<file path="src/rtl/switch_debouncer.sv">
// Per-channel switch debouncer: two-flop synchronizer, stability counter and registered
// edge pulses, plus a lowest-index event encoder for the downstream arbiter.
module switch_debouncer #(
  parameter int unsigned WIDTH         = 8,
  parameter int unsigned STABLE_CYCLES = 500000,
  localparam int unsigned IdxW         = (WIDTH > 1) ? $clog2(WIDTH) : 1
) (
  input  logic             clk,
  input  logic             rst,
  input  logic [WIDTH-1:0] sw_n,
  output logic [WIDTH-1:0] req,
  output logic [WIDTH-1:0] req_rise,
  output logic [WIDTH-1:0] req_fall,
  output logic             evt_valid,
  output logic [IdxW-1:0]  evt_idx
);

  localparam int unsigned     CntW   = (STABLE_CYCLES > 1) ? $clog2(STABLE_CYCLES) : 1;
  localparam logic [CntW-1:0] CntMax = CntW'(STABLE_CYCLES - 1);

  logic [WIDTH-1:0] sync1_q, sync2_q;
  logic [WIDTH-1:0] sync_req;

  // Sync stages preset to 1 so reset looks like "all switches released".
  always_ff @(posedge clk or negedge rst) begin
    if (!rst) begin
      sync1_q <= '1;
      sync2_q <= '1;
    end else begin
      sync1_q <= sw_n;
      sync2_q <= sync1_q;
    end
  end

  assign sync_req = ~sync2_q;

  logic [WIDTH-1:0][CntW-1:0] cnt_q, cnt_d;
  logic [WIDTH-1:0]           req_q, req_d;
  logic [WIDTH-1:0]           rise_q, rise_d;
  logic [WIDTH-1:0]           fall_q, fall_d;

  // Counter clears whenever the input agrees with req; it saturates into an acceptance,
  // so it can never wrap.
  always_comb begin
    cnt_d  = '0;
    req_d  = req_q;
    rise_d = '0;
    fall_d = '0;
    for (int i = 0; i < int'(WIDTH); i++) begin
      if (sync_req[i] != req_q[i]) begin
        if (cnt_q[i] == CntMax) begin
          req_d[i]  = sync_req[i];
          rise_d[i] = sync_req[i];
          fall_d[i] = ~sync_req[i];
        end else begin
          cnt_d[i] = cnt_q[i] + CntW'(1);
        end
      end
    end
  end

  always_ff @(posedge clk or negedge rst) begin
    if (!rst) begin
      cnt_q  <= '0;
      req_q  <= '0;
      rise_q <= '0;
      fall_q <= '0;
    end else begin
      cnt_q  <= cnt_d;
      req_q  <= req_d;
      rise_q <= rise_d;
      fall_q <= fall_d;
    end
  end

  assign req      = req_q;
  assign req_rise = rise_q;
  assign req_fall = fall_q;

  logic [WIDTH-1:0] evt;

  // Scan from the top so the lowest pulsing channel is the last to write evt_idx.
  always_comb begin
    evt       = rise_q | fall_q;
    evt_valid = |evt;
    evt_idx   = '0;
    for (int i = int'(WIDTH) - 1; i >= 0; i--) begin
      if (evt[i]) begin
        evt_idx = IdxW'(i);
      end
    end
  end

endmodule

</file>
<file path="config.mk">
export PLATFORM = sky130hd
export DESIGN_NAME = switch_debouncer
export DESIGN_NICKNAME = d
export VERILOG_FILES = /design/src/rtl/switch_debouncer.sv
export SDC_FILE = /design/constraint.sdc
export NUM_CORES = 1
export LEC_CHECK = 0
export ABC_AREA = 1
export CAP_MARGIN = 25
export CORE_MARGIN = 1.5
export CORE_UTILIZATION = 40
export DETAILED_ROUTE_END_ITERATION = 10
export GPL_TIMING_DRIVEN = 1
export PLACE_DENSITY = 0.64
export RECOVER_POWER = 100
export SYNTH_ARGS = -nofsm -noshare
export SYNTH_HDL_FRONTEND = slang
export SYNTH_SLANG_ARGS = --single-unit
</file>
<file path="constraint.sdc">
create_clock -name clk -period 1.4 [get_ports clk]
set_input_delay 0.42 -clock clk [delete_from_list [all_inputs] [get_ports clk]]
set_output_delay 0.42 -clock clk [all_outputs]
set_load 0.05 [all_outputs]
</file>
Word-level counts from Yosys, hierarchy flattened
Cells that the tools add are included.
{ "word_totals": {"regBits": 192, "elab_cells": 119} }
{ "classes": {"n_eq_ne": 16, "bitwise": 10, "addsub": 8, "n_reduce_logical": 9, "n_mux": 56} }
{ "op_table": {"columns": ["op", "n"], "rows": [
  ["$mux W19", 16],
  ["$add A19 B1 Y19 const B", 8],
  ["$eq A19 B19 Y1 const B", 8],
  ["$mux W1", 32],
  ["$mux W3", 8],
  ["$reduce_and A2 Y1", 8],
  ["$ne A1 B1 Y1", 8],
  ["$not A1 Y1", 8],
  ["$not A8 Y8", 1],
  ["$or A8 B8 Y8", 1],
  ["$reduce_or A8 Y1", 1]
]} }

Logic depth before layout (Yosys ltp)
Gate-level depths: netlist of the first run.
{ "depth": {"depth_word": 9, "depth_mapped": 9, "depth_no_buf": 9} }

Worst setup path after synthesis of the first run
Ideal clock, no wire load.
{ "synth_timing": {"path_kind": "register to output", "from": "register rise_q[7], in the netlist req_rise[7]", "to": "output port evt_idx[0]", "path_stages_with_launch": 9, "path_buffers": 0, "required_ns": 0.980, "slack_ns": -1.154, "t_arrival_ns": 2.134, "cell_sequence": "dfrtp_1 inv_1 nand2_1 nand2_1 nand2_1 nand2_1 nand2_1 nand2_1 a21boi_0"} }
{ "synth_between": {"elab_chain_len": 9} }
{ "synth_rtl": {"columns": ["item", "line", "rtl"], "rows": [
  ["from (decl)", "39", "logic [WIDTH-1:0] rise_q, rise_d;"],
  ["from (signal assigned)", "71", "rise_q <= rise_d;"],
  ["$or A8 B8 Y8", "84", "evt = rise_q | fall_q;"],
  ["$mux W3 (8 in series)", "88", "if (evt[i]) begin"],
  ["to (decl)", "15", "output logic [IdxW-1:0] evt_idx"]
]} }
Every way passes these cells.

Final worst setup path of the first run
{ "layout_timing": {"from": "register fall_q[6], in the netlist req_fall[6]", "to": "output port evt_idx[0]"} }
{ "layout_between": {"elab_chain_len": 8} }
{ "layout_rtl": {"columns": ["item", "line", "rtl"], "rows": [
  ["from (decl)", "40", "logic [WIDTH-1:0] fall_q, fall_d;"],
  ["from (signal assigned)", "72", "fall_q <= fall_d;"],
  ["$or A8 B8 Y8", "84", null],
  ["$mux W3 (7 in series)", "88", null]
]} }
Every way passes these cells.

==> flow_summary_export.csv, run 1 <==
group,metric,value,unit
status,status,"finished with violations",
status,violations,"negative setup slack",
timing,report.final.setup_viol,33,
yosys,syn_avg_cell_area,7.31,um^2
floorplan,coreArea,25300,um^2
setup_path,cp_common_cell,"nand2_1",
pwr,switching_power,2.56,mW
clock_tree,htreeDepth,4,
yosys,synth_top_flop_cell,"dfrtp_1",
min_path,hold-path-endpoint,"sync2_q[3]",
floorplan,die_h,164,um
timing,max_freq,497,MHz
setup_path,crit_arrival,1.59,ns
placement,port_buffers,37,
yosys,async_flop_share,1.00,
grt,grt_max_degree,41,
grt,grt_usage,0.186,
setup_path,worst-path-buf-inv,1,
timing,finalCriticalPeriod,2.01,ns
floorplan,num_rows,58,
run,max_cap_violations,0,
grt,antenna_found_initial,0,
yosys,yosysMostFrequentCell,"nor2_1",
yosys,yosys_warnings,0,
floorplan,start_util,0.411,
placement,dp_hpwl,17500,um
routing,antenna_left,0,
timing,worstMarginPinSlew,0.610,ns
pwr,finalPower,11.4,mW
setup_path,worstSetupPathType,"flip-flop to primary output",
grt,grt_overflow,0,
setup_path,reg2reg_depth,7,
grt,grt_pass1_wl,40300,um
yosys,synthTopCellsByArea,"dfrtp_1 (42%), nor2_1 (15%), nand2_1 (9.7%)",
routing,route.detailed.drc,0,
pwr,p_int,8.84,mW
timing,timing.final.crit_share,1.44,
yosys,yosysTopAreaCellShare,0.423,
setup_path,critPathSlowestCell,"dfrtp_2",
pwr,ir_drop,676,uV
yosys,ys_types,31,
yosys,synth.net_count,1441,
timing,hold_viol,0,
pwr,p_leak,5.95,nW
pwr,pwr-share-clk,0.459,
finish,final_net_count,1618,
routing,wl,24300,um
clock_tree,clock-sinks,192,
timing,hold_slack,0.356,ns
yosys,synth_cells,1423,
min_path,hold_class,"flip-flop to flip-flop",
yosys,ys_seq_area_frac,0.464,
setup_path,cp_top_family,"flip-flops",
setup_path,path_cells,"nor2_4 -> nand2_2 -> nand2_1 -> nand2_1 -> nand2_1 -> nand2_2 -> a21boi_4 -> buf_12",
timing,rsz0062_at_grt,"true",
clock_tree,cts_buffer_depth,2,
routing,drtIter0Drc,384,
clock_tree,numCtsBuffers,17,
floorplan,ios,38,
setup_path,crit_path_end_kind,"primary output",
setup_path,crit_fanout,2,
yosys,synth-edff-count,0,
setup_path,critical_path.max_stage_delay,0.42,ns
routing,drt-pass1-iter-count,5,
floorplan,dieArea,27000,um^2
setup_path,r2r_start,"cnt_q[77]",
yosys,netlist_area,10400,um^2
finish,final_core_util,0.541,
placement,dp_worst_setup_slack,-0.224,ns
floorplan,die_w,164,um
min_path,holdPathStages,0,
timing,skew,0.0124,ns
setup_path,rr_endpoint,"cnt_q[94]",
yosys,synth_common_cells,"nor2_1 (426), nand2_1 (268), dfrtp_1 (176), inv_1 (169), nand3_1 (109)",
routing,routed_via_density,4.77,
setup_path,regToRegSetupSlack,-0.02,ns
clock_tree,clk_latency,0.43,ns
yosys,synth_top_area_cell,"dfrtp_1",
finish,syn_to_final_growth,31.6,%
setup_path,required,0.98,ns
setup_path,startpoint_type,"flip-flop",
yosys,ys_ff_latch,192,
pwr,switching_share,0.225,
routing,wl_per_cell,12.5,um
finish,final_layout_size_suffix_gt1_frac,0.246,
finish,n_antenna_cell,0,
routing,vias,9266,
min_path,worstHoldStart,"sync1_q[3]",
finish,fillers,2291,
clock_tree,cts_tree,"built",
timing,slew_violations,0,
pwr,pwr-share-seq,0.501,
clock_tree,clk_pin_slew,0.07,ns
pwr,pwr_density_cell,832,nW/um^2
grt,first_global_vias,8710,
pwr,p_comb_frac,0.040,
clock_tree,root_buffer,"clkbuf_16",
placement,routabilityCongestion,0.907,
timing,relSlewSlack,0.594,
timing,final.setup.worst_slack,-0.611,ns
==> layout make-up <==
| class | count | area, um^2 | area share |
|---|---|---|---|
| Multi-Input combinational cell | 1057 | 5540 | 0.404 |
| Sequential cell | 192 | 4880 | 0.356 |
| Timing Repair Buffer | 161 | 1600 | 0.117 |
| Inverter | 171 | 642 | 0.0469 |
| Clock buffer | 18 | 429 | 0.0313 |
| Tap cell | 330 | 413 | 0.0301 |
| Clock inverter | 14 | 200 | 0.0146 |
==> cell usage in the layout, fill, tap and decap left out, types with 16 or more instances in the layout <==
cell,count
dfstp_2,16
nor2_4,41
xor2_1,38
nor2_1,386
nand3_2,16
dfrtp_2,41
nor2_2,37
nand2_4,19
xnor2_1,24
nand3_1,98
o21ai_0,16
buf_6,24
nand2_2,28
nor3_1,16
buf_12,26
clkbuf_16,17
dfrtp_1,135
a21oi_1,34
inv_1,167
buf_4,74
nand2_1,242
==> how the worst max path moves through the flow <==
| stage | from | end | slack (ns) | cells past startpoint |
|---|---|---|---|---|
| CTS | req_fall[6] | evt_idx[0] | -0.65 | 8 |
| global placement | req_fall[3] | evt_idx[1] | -0.19 | 5 |
| floorplan | req_rise[1] | evt_idx[2] | -0.29 | 3 |
| detailed placement | req_rise[6] | evt_idx[0] | -0.22 | 8 |
| global route | req_fall[6] | evt_idx[0] | -0.72 | 8 |
| finish | req_fall[6] | evt_idx[0] | -0.61 | 8 |
==> metrics by stage <==
stage	cell area [um^2]	instances	setup TNS (ns)
after global placement	12400	1885	-0.696
final	13700	1943	-5.31
after detailed placement	12400	1885	-0.801
after CTS	13200	1929	-5.63
after global routing	13700	1943	-11.79
after floorplan	10500	1423	-0.880
==> repair_timing <==
item                                    in CTS  in global routing
pin swaps                                    6                 38
buffers inserted                            13                 18
gates cloned                                 0                  0
endpoints found under the setup margin      40                148
hold buffers                                 1                  0
gates resized for setup                     37                168
hold endpoints to repair                    25                  0
==> metal layers <==
layer  global-route usage  vias up  routed length [um]
met3               0.0308       23                 765
met5                    0        -                   0
met4               0.0521        0                 277
li1                     -     4755                   -
met1                0.255     4368               11700
met2                0.301      120               11600
==> cell families (layout without fill, tap and decap cells) <==
group / count (synthesis) / after routing / share of synthesized area
buffers and inverters: 174 / 364 / 0.0633
and+or+nand+nor: 923 / 923 / 0.379
adders and majority gates: 8 / 8 / 0.00962
AOI/OAI and AO/OA: 62 / 62 / 0.0310
DFF: 192 / 192 / 0.464
xor gates and xnor gates: 64 / 64 / 0.0539
==> power by group through the flow <==
stage	sequential (mW)	combinational, mW	clock (mW)
global placement	5.80	0.453	0
CTS	5.70	0.472	5.37
finish	5.71	0.456	5.23
detailed placement	5.80	0.462	0
floorplan	5.79	0.169	0
global route	5.72	0.527	5.62
==> sequential cells by signal, indices dropped and copies added (netlist names) <==
name and cells:
req_rise 8, sync2_q 8, sync1_q 8, req 8, req_fall 8, cnt_q 152
(Power assumes the default switching activity.)
==> run 2, diff against run 1 <==
PLACE_DENSITY = 0.55   (was 0.64)
==> run 2 against run 1 <==
The run still ends with negative setup slack left. Sequential power about the same. Clock power up 4.0%. Power up 1.8%. Utilization is 0.19 points higher. Maximum frequency increased by 1.8%. Combinational power about the same. First-iteration DRC count grew 24%. Global-route usage grew 0.48 points. Critical endpoint is now req_rise[6]. Largest power group unchanged.
==> flow_summary_export.csv, run 2 (synthesized netlist as in run 1, its figures left out) <==
group,metric,value,unit
status,status,"finished with violations",
status,violations,"negative setup slack",
setup_path,crit_fanout,2,
setup_path,rr_endpoint,"cnt_q[126]",
finish,largest_register_ffs,152,
floorplan,die_w,164,um
clock_tree,clk_latency,0.44,ns
clock_tree,htreeDepth,4,
routing,routed_via_density,4.69,
setup_path,cp_common_cell,"buf_6",
routing,drt-pass1-iter-count,5,
grt,grt_usage,0.190,
floorplan,start_util,0.411,
finish,fillers,2349,
routing,antenna_left,0,
clock_tree,clk_pin_slew,0.07,ns
placement,routabilityCongestion,0.830,
timing,slew_violations,0,
min_path,holdPathStages,0,
routing,route.detailed.drc,0,
clock_tree,clock-sinks,192,
floorplan,coreArea,25300,um^2
setup_path,required,0.98,ns
setup_path,critPathSlowestCell,"dfrtp_2",
timing,rsz0062_at_grt,"true",
grt,grt_pass1_wl,41100,um
grt,grt_overflow,0,
setup_path,crit_arrival,1.56,ns
pwr,ir_drop,721,uV
timing,totalNegativeSetupSlack,-5.03,ns
min_path,worstHoldStart,"sync1_q[3]",
timing,finalCriticalPeriod,1.98,ns
setup_path,r2r_start,"cnt_q[115]",
setup_path,regToRegSetupSlack,-0.03,ns
min_path,hold_class,"flip-flop to flip-flop",
placement,dp_hpwl,17700,um
clock_tree,root_buffer,"clkbuf_16",
routing,vias,9173,
pwr,pwr_density_cell,844,nW/um^2
finish,n_antenna_cell,0,
timing,relSlewSlack,0.571,
routing,wl,24400,um
routing,drtIter0Drc,478,
clock_tree,cts_buffer_depth,2,
setup_path,reg2reg_depth,7,
floorplan,die_h,164,um
pwr,p_comb_frac,0.039,
grt,first_global_vias,8722,
timing,timing.final.crit_share,1.41,
pwr,switching_power,2.60,mW
finish,final_layout_size_suffix_gt1_frac,0.245,
setup_path,crit_path_end_kind,"primary output",
placement,port_buffers,37,
routing,routed.top_layer,"met4",
timing,worstMarginPinSlew,0.643,ns
grt,grt_max_degree,51,
routing,wl_per_cell,12.5,um
pwr,p_int,9.00,mW
routing,dr_wl_met3,577,um
routing,met1_length,12200,um
finish,syn_to_final_growth,32.1,%
finish,layout_commonest_cell,"nor2_1",
clock_tree,cts_tree,"built",
setup_path,worst-path-buf-inv,6,
timing,skew,0.0169,ns
floorplan,dieArea,27000,um^2
pwr,finalPower,11.6,mW
timing,hold_viol,0,
routing,route.met2.wl,11400,um
pwr,pwr-share-clk,0.469,
finish,final_net_count,1630,
timing,report.final.setup_viol,31,
clock_tree,numCtsBuffers,17,
timing,max_freq,506,MHz
grt,antenna_found_initial,0,
floorplan,ios,38,
finish,final_core_util,0.543,
setup_path,worstSetupPathType,"flip-flop to primary output",
run,max_cap_violations,0,
setup_path,startpoint_type,"flip-flop",
floorplan,num_rows,58,
pwr,pwr-share-seq,0.492,
pwr,switching_share,0.224,
timing,final.setup.worst_slack,-0.575,ns
finish,top_register,"cnt_q",
setup_path,cp_top_family,"buffers and inverters",
placement,dp_worst_setup_slack,-0.144,ns
min_path,hold-path-endpoint,"sync2_q[3]",
setup_path,critical_path.max_stage_delay,0.42,ns
finish,final_cell_mix,"nor2_1 (382), nand2_1 (249), inv_1 (163), dfrtp_1 (140), nand3_1 (105)",
setup_path,path_cells,"buf_4 -> buf_4 -> buf_6 -> buf_6 -> buf_6 -> buf_12",
pwr,p_leak,5.95,nW
==> run 2: changes by cell type in the layout (fill, tap and decap cells not counted), sizes merged <==
cell and delta:
clkinv +1, inv -2, clkbuf -3, bufinv +1, bufbuf -1, buf +15, clkinvlp +1
==> run 2: worst reg2reg max path, cell delays in order (launching register included) <==
cell     delay (ns)
dfrtp_1        0.37
ha_1           0.21
nand2_2        0.09
nor2_2         0.19
buf_4          0.14
nand3_1        0.11
xor2_1         0.16
nor2_1         0.05
==> run 2: layout make-up <==
cell class,instances,area (um^2),share of cell area
Sequential cell,192,4870,0.354
Clock inverter,15,229,0.0167
Multi-Input combinational cell,1057,5460,0.397
Clock buffer,17,425,0.0309
Timing Repair Buffer,173,1700,0.124
Inverter,171,642,0.0467
Tap cell,330,413,0.0300
==> run 2: how the worst max path moves through the flow <==
stage                   to         from  slack, ns  depth (start not counted)
2_1_floorplan   evt_idx[2]  req_rise[1]      -0.29                          3
3_3_place_gp    evt_idx[0]  req_rise[6]      -0.14                          8
3_5_place_dp    evt_idx[0]  req_rise[6]      -0.14                          8
4_1_cts         evt_idx[1]  req_rise[6]      -0.58                          5
5_1_grt         evt_idx[0]  req_rise[6]      -0.69                          8
6_report       req_rise[6]  req_rise[6]      -0.58                          6
==> run 2: power by group through the flow <==
| stage | sequential [mW] | clock (mW) | combinational (mW) |
|---|---|---|---|
| 2_1_floorplan | 5.79 | 0 | 0.169 |
| 3_3_place_gp | 5.80 | 0 | 0.450 |
| 3_5_place_dp | 5.80 | 0 | 0.454 |
| 4_1_cts | 5.69 | 5.61 | 0.462 |
| 5_1_grt | 5.72 | 5.84 | 0.530 |
| 6_report | 5.71 | 5.44 | 0.453 |
==> run 2: through the flow <==
| stage | instances | hold WS [ns] | area, um^2 |
|---|---|---|---|
| after floorplan | 1423 | 0.124 | 10500 |
| after global placement | 1900 | 0.309 | 12400 |
| after detailed placement | 1900 | 0.311 | 12400 |
| after CTS | 1944 | 0.355 | 13300 |
| after global routing | 1955 | 0.359 | 13700 |
| final | 1955 | 0.350 | 13700 |
==> run 2: routing by layer <==
metal,vias to the layer above,track usage
met2,118,0.312
met4,0,0.0438
li1,4776,-
met5,-,0
met3,21,0.0290
met1,4258,0.265
==> run 2: timing repair <==
item | 4_1_cts | 5_1_grt
resized for setup | 29 | 162
buffers inserted | 14 | 18
hold endpoints to repair | 12 | 0
endpoints found under the setup margin | 48 | 143
pin swaps | 1 | 26
hold buffers | 1 | 0
==> run 3, diff against run 2 <==
RECOVER_POWER = 25   (was 100)
clock period = 1.75 ns   (was 1.4 ns; I/O delays follow)
==> run 3 against run 2 <==
The flow still finishes with violations (negative setup slack). Power decreased by 23%. Count of clock-buffer cells in the layout increased by 2. Die area unchanged. Highest routed layer unchanged.
==> flow_summary_export.csv, run 3 (synthesized netlist as in run 1, its figures left out) <==
group,metric,value,unit
finish,final_core_util,0.491,
setup_path,startpoint_type,"flip-flop",
setup_path,required,1.22,ns
grt,busiest_layer,"met2",
finish,final_cells,1843,
setup_path,worstSetupPathType,"flip-flop to primary output",
grt,use_met2,0.297,
routing,drt-pass1-iter-count,5,
status,status,"finished with violations",
pwr,p_leak,5.26,nW
finish,largest_register_ffs,152,
pwr,switching_power,1.94,mW
finish,final_layout_size_suffix_gt1_frac,0.132,
placement,port_buffers,37,
grt,use_met1,0.252,
status,violations,"negative setup slack",
pwr,ir_drop,583,uV
timing,rsz0062_at_grt,"true",
clock_tree,htreeDepth,4,
grt,antenna_found_initial,1,
clock_tree,root_buffer,"clkbuf_16",
grt,met3_usage,0.0351,
pwr,p_int,6.99,mW
pwr,pwr_density_cell,719,nW/um^2
timing,finalCriticalPeriod,2.09,ns
placement,dp_hpwl,16900,um
finish,seqCellArea,4840,um^2
routing,wl,22900,um
floorplan,die_w,164,um
clock_tree,cts_buffer_depth,2,
finish,final_net_count,1520,
routing,route.detailed.drc,0,
placement,placed_cells,1810,
routing,drtIter0Drc,391,
grt,first_global_vias,8235,
setup_path,crit_fanout,2,
finish,design_area,12400,um^2
floorplan,dieArea,27000,um^2
placement,postPlaceCellArea,11700,um^2
routing,antenna_left,0,
finish,top_register,"cnt_q",
pwr,pwr-share-seq,0.510,
run,max_cap_violations,0,
finish,n_antenna_cell,0,
timing,slew_violations,0,
finish,fillers,2518,
timing,skew,0.0149,ns
floorplan,num_rows,58,
routing,wl_per_cell,12.4,um
floorplan,die_h,164,um
routing,routed_via_density,4.66,
timing,worstMarginPinSlew,1.12,ns
pwr,pwr-share-clk,0.454,
timing,hold_viol,0,
finish,syn_to_final_growth,19.4,%
pwr,p_comb_frac,0.035,
routing,vias,8596,
timing,relSlewSlack,0.251,
timing,timing.final.crit_share,1.19,
setup_path,crit_path_end_kind,"primary output",
placement,dp_worst_setup_slack,0.0408,ns
pwr,switching_share,0.218,
timing,final.setup.worst_slack,-0.336,ns
clock_tree,clk_latency,0.43,ns
timing,max_freq,479,MHz
grt,grt_usage,0.183,
finish,layout_commonest_cell,"nor2_1",
grt,grt_overflow,0,
floorplan,coreArea,25300,um^2
placement,routabilityCongestion,0.875,
finish,final_cell_mix,"nor2_1 (415), nand2_1 (264), inv_1 (169), dfrtp_1 (160), nand3_1 (108)",
floorplan,ios,38,
setup_path,crit_arrival,1.56,ns
finish,multi_input_area,5050,um^2
pwr,finalPower,8.93,mW
min_path,hold_class,"flip-flop to flip-flop",
clock_tree,cts_tree,"built",
grt,grt_pass1_wl,39400,um
clock_tree,clock-sinks,192,
floorplan,start_util,0.411,
timing,report.final.setup_viol,25,
clock_tree,numCtsBuffers,17,
grt,grt_max_degree,39,
clock_tree,clk_pin_slew,0.06,ns
[run 3: routing by layer]
metal,routed length (um),vias up,part of all wire
li1,-,4547,-
met1,11500,3947,0.50
met2,10500,93,0.46
met3,725,9,0.032
met4,167,0,0.0073
met5,0,-,0
[run 3: final timing paths]
kind | end | cells past startpoint | slack, ns | start
max | evt_idx[0] | 8 | -0.34 | req_fall[6]
min | sync2_q[3] | 0 | 0.36 | sync1_q[3]
max reg2reg | req_rise[7] | 6 | 0.20 | cnt_q[142]
min reg2reg | sync2_q[3] | 0 | 0.36 | sync1_q[3]
max in group asynchronous | sync2_q[0] | 3 | -0.06 | rst
min in group asynchronous | cnt_q[127] | 2 | 0.84 | rst
[run 3: repair_timing]
action                                  CTS  global route
resized for setup                         6            10
endpoints found under the hold margin    11             0
endpoints found under the setup margin    4             5
pin swaps                                 3             3
hold buffers                              1             0
setup buffers                             1             1
[run 3: worst max-delay path: stages, from the launching register on]
cell and delay [ns]:
dfrtp_2 0.44, nor2_4 0.11, nand2_1 0.07, nand2_1 0.05
nand2_1 0.05, nand2_1 0.07, nand2_2 0.06, a21boi_4 0.15
buf_12 0.15
[run 3: final cells by class]
cell class | instances | area share
inverter | 171 | 0.0516
tap | 330 | 0.0332
sequential | 192 | 0.390
clock buffer | 19 | 0.0348
clock inverter | 11 | 0.0134
timing repair buffer | 63 | 0.0705
multi-input combinational | 1057 | 0.407
[run 3: power by group through the flow]
stage | clock network, mW | registers, mW | logic, mW
global route | 4.36 | 4.57 | 0.378
floorplan | 0 | 4.63 | 0.135
finish | 4.06 | 4.56 | 0.317
global placement | 0 | 4.64 | 0.331
detailed placement | 0 | 4.64 | 0.333
CTS | 4.19 | 4.56 | 0.337
[run 3: per-stage QoR]
| step | hold slack (ns) | setup TNS (ns) |
|---|---|---|
| detailed placement | 0.347 | 0 |
| finish | 0.356 | -1.40 |
| global placement | 0.347 | 0 |
| floorplan | 0.229 | -0.0750 |
| CTS | 0.353 | -1.32 |
| global route | 0.359 | -12.56 |
